<file path="src/rtl/button_events.sv">
// button_events: per-button press classifier for four debounced, active-high
// button levels. Each channel turns a press into exactly one event pulse:
// short_pulse on a release before LONG_CYCLES high samples, long_pulse when
// the hold reaches LONG_CYCLES, and optionally repeat_pulse every
// REPEAT_CYCLES samples while a long press stays held.
//
// Optional feature macro: BUTTON_EVENTS_AUTO_REPEAT_EN
//   defined     -> repeat counters and repeat_pulse generation compiled in
//   not defined -> repeat_pulse tied to 4'b0000; LONG only waits for release
//
// All outputs are registered. Reset is synchronous and active-low.

module button_events #(
    parameter int LONG_CYCLES   = 6000000,
    parameter int REPEAT_CYCLES = 1200000
) (
    input  logic       CLK,
    input  logic       RESETN,
    input  logic [3:0] btn_state,
    output logic [3:0] short_pulse,
    output logic [3:0] long_pulse,
    output logic [3:0] repeat_pulse,
    output logic [3:0] held
);

    typedef enum logic [1:0] {
        ST_IDLE = 2'd0,
        ST_HELD = 2'd1,
        ST_LONG = 2'd2
    } state_t;

    localparam logic [23:0] LONG_C = 24'(LONG_CYCLES);

`ifdef BUTTON_EVENTS_AUTO_REPEAT_EN
    localparam logic [23:0] REPEAT_C = 24'(REPEAT_CYCLES);
`else
    // The repeat period only matters when auto-repeat is compiled in.
    logic w_unused_repeat;
    assign w_unused_repeat = ^(24'(REPEAT_CYCLES));
    assign repeat_pulse    = 4'b0000;
`endif

    for (genvar g = 0; g < 4; g++) begin : g_chan
        state_t      r_state;
        state_t      w_state_nxt;
        logic [23:0] r_cnt;
        logic [23:0] w_cnt_nxt;
        logic        r_prev;
        logic        w_btn;
        logic        r_short;
        logic        r_long;
        logic        r_held;
        logic        w_short_nxt;
        logic        w_long_nxt;
`ifdef BUTTON_EVENTS_AUTO_REPEAT_EN
        logic [23:0] r_rcnt;
        logic [23:0] w_rcnt_nxt;
        logic        r_repeat;
        logic        w_repeat_nxt;
`endif

        assign w_btn = btn_state[g];

        // Next-state, counter and event decode for this channel.
        always_comb begin
            w_state_nxt = r_state;
            w_cnt_nxt   = r_cnt;
            w_short_nxt = 1'b0;
            w_long_nxt  = 1'b0;
`ifdef BUTTON_EVENTS_AUTO_REPEAT_EN
            w_rcnt_nxt   = r_rcnt;
            w_repeat_nxt = 1'b0;
`endif
            case (r_state)
                ST_IDLE: begin
                    // Only a low-to-high transition starts a press; a level
                    // already high since reset is ignored.
                    if (w_btn && !r_prev) begin
                        w_state_nxt = ST_HELD;
                        w_cnt_nxt   = 24'd1;
                    end else begin
                        w_state_nxt = ST_IDLE;
                    end
                end
                ST_HELD: begin
                    if (w_btn) begin
                        // >= keeps cnt saturated at the threshold.
                        if ((r_cnt + 24'd1) >= LONG_C) begin
                            w_state_nxt = ST_LONG;
                            w_cnt_nxt   = LONG_C;
                            w_long_nxt  = 1'b1;
`ifdef BUTTON_EVENTS_AUTO_REPEAT_EN
                            w_rcnt_nxt  = 24'd0;
`endif
                        end else begin
                            w_cnt_nxt   = r_cnt + 24'd1;
                        end
                    end else begin
                        w_state_nxt = ST_IDLE;
                        w_cnt_nxt   = 24'd0;
                        w_short_nxt = 1'b1;
                    end
                end
                ST_LONG: begin
                    if (w_btn) begin
                        w_state_nxt = ST_LONG;
`ifdef BUTTON_EVENTS_AUTO_REPEAT_EN
                        if ((r_rcnt + 24'd1) >= REPEAT_C) begin
                            w_rcnt_nxt   = 24'd0;
                            w_repeat_nxt = 1'b1;
                        end else begin
                            w_rcnt_nxt   = r_rcnt + 24'd1;
                        end
`endif
                    end else begin
                        // Release after a long press produces no event.
                        w_state_nxt = ST_IDLE;
                        w_cnt_nxt   = 24'd0;
                    end
                end
                default: begin
                    w_state_nxt = ST_IDLE;
                    w_cnt_nxt   = 24'd0;
                end
            endcase
        end

        // State, counters, previous sample and registered outputs.
        always_ff @(posedge CLK) begin
            if (!RESETN) begin
                r_state  <= ST_IDLE;
                r_cnt    <= 24'd0;
                r_prev   <= 1'b1;
                r_short  <= 1'b0;
                r_long   <= 1'b0;
                r_held   <= 1'b0;
`ifdef BUTTON_EVENTS_AUTO_REPEAT_EN
                r_rcnt   <= 24'd0;
                r_repeat <= 1'b0;
`endif
            end else begin
                r_state  <= w_state_nxt;
                r_cnt    <= w_cnt_nxt;
                r_prev   <= w_btn;
                r_short  <= w_short_nxt;
                r_long   <= w_long_nxt;
                r_held   <= (w_state_nxt != ST_IDLE);
`ifdef BUTTON_EVENTS_AUTO_REPEAT_EN
                r_rcnt   <= w_rcnt_nxt;
                r_repeat <= w_repeat_nxt;
`endif
            end
        end

        assign short_pulse[g] = r_short;
        assign long_pulse[g]  = r_long;
        assign held[g]        = r_held;
`ifdef BUTTON_EVENTS_AUTO_REPEAT_EN
        assign repeat_pulse[g] = r_repeat;
`endif
    end

endmodule

</file>
<file path="config.mk">
export PLATFORM = sky130hd
export DESIGN_NAME = button_events
export DESIGN_NICKNAME = d
export VERILOG_FILES = /design/src/rtl/button_events.sv
export SDC_FILE = /design/constraint.sdc
export NUM_CORES = 1
export LEC_CHECK = 0
export BUFFER_PORTS_ARGS = -buffer_cell sky130_fd_sc_hd__buf_4
export CAP_MARGIN = 30
export CORE_MARGIN = 2
export CORE_UTILIZATION = 45
export DETAILED_ROUTE_END_ITERATION = 6
export GPL_ROUTABILITY_DRIVEN = 0
export REMOVE_ABC_BUFFERS = 1
export SYNTH_ARGS = -nofsm -noshare
export SYNTH_HDL_FRONTEND = slang
export SYNTH_SLANG_ARGS = --single-unit
</file>
<file path="constraint.sdc">
create_clock -name CLK -period 5.7 [get_ports CLK]
set_clock_uncertainty 0.1 [all_clocks]
set_input_delay 0.285 -clock CLK [delete_from_list [all_inputs] [get_ports CLK]]
set_output_delay 0.285 -clock CLK [all_outputs]
set_load 0.005 [all_outputs]
</file>
Word-level counts from Yosys, hierarchy flattened:

Index checks and enable logic that the tools add are counted.

* $add $sub $neg: 4
* reduce and logical (&&, ||, !) cells: 28
* magnitude comparators: 4
* eq/ne operators: 16
* muxes and demuxes: 48

Operator list (number)
* $mux W24: 16
* $pmux W24 S3: 4
* $add A24 B1 Y24 const B: 4
* $ge A24 B23 Y1 const B: 4
* $mux W2: 12
* $pmux W2 S3: 4
* $ne A2 B2 Y1 const B: 8
* $reduce_and A2 Y1: 8
* $mux W1: 12
* $reduce_and A3 Y1: 4
* $eq A2 B1 Y1 const B: 4
* $eq A2 B2 Y1 const B: 4
* $logic_not A2 Y1: 4
* $reduce_bool A2 Y1: 4
* $logic_and A1 B1 Y1: 4
* $logic_not A1 Y1: 4

* output and inout port bits: 16
* register bits: 120

Depth between registers and ports, before layout:

Gate-level depths: netlist of run 1.

* word-level depth: 6
* mapped depth: 12
* depth with buffers taken out: 9

Worst setup path after synthesis of run 1:

Ideal clock, no wire load.

* path kind: register -> register
* start: register g_chan[0].r_cnt[0]
* end: register g_chan[0].r_cnt[13]
* slack: 2.992 ns
* cell stages (with the launch flop): 13
* data arrival time: 2.534 ns
* required time: 5.526 ns
* setup time: 0.074 ns
* clock period less this slack: 2.708 ns
* cell sequence: dfxtp_1 > ha_1 > buf_2 > and4_1 > buf_2 > nand2_1 > o22a_1 > o31ai_1 > o221ai_1 > a21o_1 > buf_2 > or3_1 > a31oi_1

* cells in the longest elaborated chain, start to end: 5

RTL lines
* start, declared: RTL line 46 `logic [23:0] r_cnt;`
* start signal, assigned: RTL line 143 `r_cnt <= w_cnt_nxt;`
* $add A24 B1 Y24 (*): RTL line 88, 96
* $ge A24 B23 Y1: RTL line 88 `if ((r_cnt + 24'd1) >= LONG_C) begin`
* $mux W24 (*): RTL line 88
* $mux W24 (*): RTL line 86 `if (w_btn) begin`
* $pmux W24 S3 (*): RTL line 74 `case (r_state)`

Every way passes the cells marked *; elsewhere a longest branch is shown, timed or not.
A chain may end at the register's enable or synchronous reset.

Worst setup path in the final report of run 1:

* start: register g_chan[1].r_cnt[0]
* end: register g_chan[1].r_cnt[16]

* cells in the longest elaborated chain, start to end: 5

RTL lines (RTL line)
* start, declared: 46
* start signal, assigned: 143
* $add A24 B1 Y24 (*): 88, 96
* $ge A24 B23 Y1: 88
* $mux W24 (*): 88
* $mux W24 (*): 86
* $pmux W24 S3 (*): 74

Marks and branches as above.

==> results of run 1 <==
cell usage in the layout, fill, tap and decap left out, types with 15 or more instances in the layout:
| master | instances |
|---|---|
| dfxtp_1 | 120 |
| nand2_1 | 99 |
| nor2_1 | 93 |
| nand3_1 | 60 |
| o21ai_0 | 57 |
| a21oi_1 | 54 |
| nor3_1 | 44 |
| nand4_1 | 29 |
| buf_4 | 28 |
| a31oi_1 | 24 |
| o21ai_1 | 23 |
| nor2b_1 | 22 |
| inv_1 | 21 |
| nor4_1 | 21 |
| and2_1 | 20 |
| and3_1 | 18 |
| clkbuf_16 | 17 |
| xnor2_1 | 16 |
| and4_1 | 16 |
| o211ai_1 | 15 |
power breakdown:
group / switching [mW] / leakage, nW / internal (mW)
registers: 0.00763 / 0.969 / 0.845
logic: 0.0525 / 1.72 / 0.0288
clock network: 0.393 / 0.296 / 0.730
total: 0.453 / 2.98 / 1.60
routing by layer:
| metal | GRT usage | part of all wire |
|---|---|---|
| met1 | 0.331 | 0.49 |
| met2 | 0.337 | 0.44 |
| met3 | 0.0485 | 0.057 |
| met4 | 0.0671 | 0.015 |
| met5 | 0 | 0 |
stage by stage:
step	hold WS, ns	instance area [sq um]	utilization
final	0.0125	8830	0.495
after CTS	0.00189	8830	0.495
after floorplan	0.258	7670	-
after detailed placement	0.372	8210	0.460
after global routing	0.0104	8830	0.495
after global placement	0.371	8180	0.458
sequential cells by signal, indices dropped and copies added (netlist names):
name and flops:
g_chan.r_cnt 96, g_chan.r_held 4, g_chan.r_long 4, g_chan.r_prev 4
g_chan.r_short 4, g_chan.r_state 8
worst register-to-register path: stages, from the launching register on:
cell and delay, ns:
dfxtp_1 0.44, ha_1 0.37, and4_1 0.32, nand4_1 0.17, nand4bb_1 0.30, a221oi_2 0.41
o31ai_4 0.11, a21oi_1 0.75, buf_4 0.32, o31ai_1 0.09, a22o_1 0.23
area by class of cell:
cell class | instances | area, sq um | area share
sequential | 120 | 2400 | 0.272
clock buffer | 24 | 492 | 0.0557
tap | 229 | 287 | 0.0325
multi-input combinational | 844 | 5190 | 0.589
inverter | 22 | 82.6 | 0.00936
clock inverter | 7 | 116 | 0.0132
timing repair buffer | 32 | 251 | 0.0285
path summary, 6_finish.rpt:
kind	start	to	slack, ns	cells after the start
worst min-delay path	btn_state[0]	g_chan[0].r_prev	0.01	2
worst max-delay path	g_chan[1].r_cnt[0]	g_chan[1].r_cnt[16]	1.99	10
worst max register to register	g_chan[1].r_cnt[0]	g_chan[1].r_cnt[16]	1.99	10
worst min register to register	g_chan[3].r_cnt[21]	g_chan[3].r_cnt[21]	0.39	2
cells by family after synthesis:
kind of cell | synth area share
AO/OA/AOI/OAI | 0.255
XOR/XNOR | 0.0280
adder cells (fa/ha/maj) | 0.0123
buffers and inverters | 0.0670
flip-flops | 0.296
multiplexers | 0.00755
other | 0.000462
AND/OR/NAND/NOR | 0.334
==> results.md, run 1 <==
- Pre-CTS WS: ~2.1 ns
- Syn_area_per_cell: ~7.6 sq um
- CP Max Fanout: 11
- Worst min path class: in2reg
- Slew Viols, Final: 0
- H-tree depth: 4
- Routed WL: 21700 um
- Largest cells by area after synthesis: dfxtp_1, nand2_1, nor2_1
- CP top delay family: compound AO/OA/AOI/OAI gates
- Drt drc: 0
- Seq/Total Area, Yosys: 0.296
- Synth async-reset ratio: 0
- Hold Vio Cnt, Final: 0
- Max Cap Viol: 0
- Total CTS buffers: 17
- 1st-iter DRT viols: 711
- CTS resizes: 0
- Worst setup path class: reg2reg
- Initial antenna violation count: 0
- Top cells by count, synth: dfxtp_1, nand2_1, nor2_1
- # clock sinks: 120
- Grt total ovfl: 0
- Final net count: 1051
- Post-synth EDFFs: 0
- Vias: 7917
- Share of post-route cells with drive strength above 1: 0.0906
- Status: finished clean
- P per Cell Area: between 200 and 250 mW/mm^2
- Final ANT Viol Nets: 0
- Pwr Total: between 2 and 2.5 mW
- CP bufs+invs: 1
- Yosys warnings: 0
- Largest net degree at the start of global routing: 36
- Synth unique cells: 81
- Fillers: about 1700
- Leakage power: 2.98 nW
- Vias in the first global route: ~7000
- Clk slew on worst S/H paths: ~0.060 ns
- WL/cell: 17.0 um
- Clock Latency Late Sink: roughly 0.43 ns
- Unrepaired setup endpoints after global routing: false
- Worst-margin pin slew: 0.948 ns
- Yosys top cell by area: dfxtp_1
- Die area: 0.0191 sq mm
- DP HPWL: about 15000 um
- Post-Synthesis Cells: ~1100
- Core box area: between 0.015 and 0.02 sq mm
- DR pass1 iterations: 5
- Setup bufs post-CTS: 0
- Synth-to-Final Area Change: 8.64%
- Die Y: 138 um
- Startpoint types: register
- Relative slew slack: 0.366
- Final count of negative-setup-slack endpoints: 0
- Slowest cell delay on critical path: between 0.7 and 0.8 ns
- Initial core utilization: 0.455
- Synth Register Bits: 120
- Fmax achieved: about 270 MHz
- Dpl cells: 1246
- GRT Total Usage: 0.227
- Final worst slack: 1.99 ns
- CTS root buf: clkbuf_16
- Top-count cell post-synth: dfxtp_1
- Post-layout min period: between 3 and 4 ns
- Worst endpoint required time: 5.91 ns
- Vias/cell: 6.19
- Arr. time, crit path: 3.93 ns
- PortBufs: 17
- Clock buffer depth: 2
- Crit share post-route: 0.651
- Post-synth top area share: 0.296
- Synthesized cell area: 0.00812 sq mm
- Critical path endpoint category: register
- CP max-delay cell: a21oi_1
- Cell Chain, Critical Path: ha_1 -> and4_1 -> nand4_1 -> nand4bb_1 -> a221oi_2 -> o31ai_4 -> a21oi_1 -> buf_4 -> o31ai_1 -> a22o_1
- # hold bufs at CTS: 1
- VDD IR max: slightly above 0.0003 V
- Antenna diodes: 0
- DIE WIDTH: around 140 um
- Non-Filler Instances: 1278
- Synth Flop Type: dfxtp_1
- IO Count: 22
- CTS tree: built
- Rows: 49
- First-pass GRT wire length: 36300 um
- Post-route setup TNS: 0 ns
Power figures use the tool's default switching activity.
==> inputs of run 2 (changes only) <==
==> constraint.sdc (replaced) <==
create_clock -name CLK -period 3.3 [get_ports CLK]
set_clock_uncertainty 0.1 [all_clocks]
set_input_delay 0.165 -clock CLK [delete_from_list [all_inputs] [get_ports CLK]]
set_output_delay 0.165 -clock CLK [all_outputs]
set_load 0.005 [all_outputs]
==> results.md, run 2 (synthesis gave the netlist of run 1 again) <==
- Cell Chain, Critical Path: ha_2 -> and4_1 -> nand4_1 -> nand4bb_1 -> a221oi_2 -> o31ai_4 -> a21oi_1 -> buf_4 -> o31ai_1 -> a22o_1
- Fmax achieved: 329 MHz
- DR WL met2: slightly above 10000 um
- Initial antenna violation count: 0
- Largest net degree at the start of global routing: 24
- First-pass GRT wire length: 37200 um
- P per Cell Area: between 400 and 500 mW/mm^2
- PortBufs: 17
- Routed met3 length: roughly 1100 um
- Core box area: 0.0178 sq mm
- Hold path depth: 3
- Final net count: 1086
- CP Max Fanout: 16
- Top reg by flops: g_chan.r_cnt
- Worst R2R Path Depth: 10
- CP max-delay cell: dfxtp_1
- H-tree depth: 4
- Crit share post-route: 0.922
- Antenna diodes: 0
- Top layer reached by signal wires: met4
- Rows: 49
- CP top delay family: compound AO/OA/AOI/OAI gates
- Fillers: 1735
- Startpoint types: register
- Arr. time, crit path: 3.25 ns
- M1 wire length: 10700 um
- Max reg flops: 96
- Worst min path class: in2reg
- CTS root buf: clkbuf_16
- Post-route setup TNS: 0 ns
- Worst-margin pin slew: 0.826 ns
- Critical path endpoint category: register
- Final ANT Viol Nets: 0
- Dpl cells: 1277
- Clock Latency Late Sink: 0.42 ns
- GRT Total Usage: 0.232
- 1st-iter DRT viols: a little under 700
- DP HPWL: 15600 um
- Hold Vio Cnt, Final: 0
- Slowest cell delay on critical path: 0.43 ns
- CTS tree: built
- Synth-to-Final Area Change: 13.0%
- CP bufs+invs: 1
- Commonest cells after routing, fill and taps aside: dfxtp_1, nand2_1, nor2_1
- Crit path depth: 10
- Final count of negative-setup-slack endpoints: 0
- Vias in the first global route: 7374
- Worst setup path class: reg2reg
- Die Y: 138 um
- Clk slew on worst S/H paths: 0.05 ns
- Relative slew slack: 0.448
- VDD IR max: 0.000423 V
- Vias/cell: 6.18
- Worst endpoint required time: 3.51 ns
- Post-layout min period: around 3 ns
- Grt total ovfl: 0
- IO Count: 22
- Slew Viols, Final: 0
- # clock sinks: 120
- Die area: 0.0191 sq mm
- Commonest non-fill, non-tap cell in the layout: dfxtp_1
- Final Util: 0.514
- Routed WL: approximately 22000 um
- Largest regs: g_chan.r_cnt: 96 flops, g_chan.r_state: 8 flops
- Unrepaired setup endpoints after global routing: false
- Drt drc: 0
- Share of post-route cells with drive strength above 1: 0.120
- Vias: just over 8000
- Leakage power: 3.19 nW
- Total CTS buffers: 17
- DR pass1 iterations: 6
- DIE WIDTH: 138 um
- Clock buffer depth: 2
- Initial core utilization: 0.455
- WL/cell: approximately 17 um
- Status: finished clean
- Non-Filler Instances: roughly 1300
- Max Cap Viol: 0
-- run 2: final timing paths --
kind                       start                   to  slack, ns
min                       RESETN   g_chan[3].r_cnt[8]       0.02
max           g_chan[1].r_cnt[1]  g_chan[1].r_cnt[16]       0.26
max reg2reg   g_chan[1].r_cnt[1]  g_chan[1].r_cnt[16]       0.26
min reg2reg  g_chan[3].r_cnt[21]  g_chan[3].r_cnt[21]       0.39
-- run 2: tightest hold or removal path, stage by stage --
cell,delay (ns)
buf_4,0.18
nand2_1,0.09
o2bb2ai_1,0.05
-- run 2: final cells by class --
| type | instances | area (sq um) | share of cell area |
|---|---|---|---|
| timing repair buffer | 67 | 541 | 0.0589 |
| clock inverter | 11 | 194 | 0.0211 |
| clock buffer | 21 | 460 | 0.0502 |
| sequential | 120 | 2400 | 0.262 |
| tap | 229 | 287 | 0.0312 |
| multi-input combinational | 844 | 5210 | 0.568 |
| inverter | 22 | 82.6 | 0.00900 |
-- run 2: timing repair --
| action | in CTS | in global routing |
|---|---|---|
| gates resized for setup | 0 | 4 |
| hold buffers | 5 | 0 |
| buffers inserted | 0 | 0 |
| hold endpoints to repair | 16 | 0 |
| setup endpoints to repair | 0 | 16 |
-- run 2: where the power goes --
group,total [mW],switching (mW),internal (mW)
clock,2.09,0.705,1.38
sequential,1.47,0.0110,1.46
combinational,0.153,0.0961,0.0569
-- run 2: metrics by stage --
step	total power, mW	hold slack [ns]	area [sq um]	setup WS (ns)
detailed placement	1.65	0.316	8460	0.264
global route	3.83	0.0269	9180	0.00660
global placement	1.65	0.306	8460	0.284
finish	3.71	0.0236	9180	0.258
CTS	3.75	0.00986	9160	0.237
floorplan	1.58	0.138	7670	0.101
-- run 2: layer usage --
layer / track usage / up-vias
met5: 0 / -
met4: 0.0908 / 0
met3: 0.0426 / 42
met2: 0.365 / 249
met1: 0.317 / 3830
li1: - / 3997
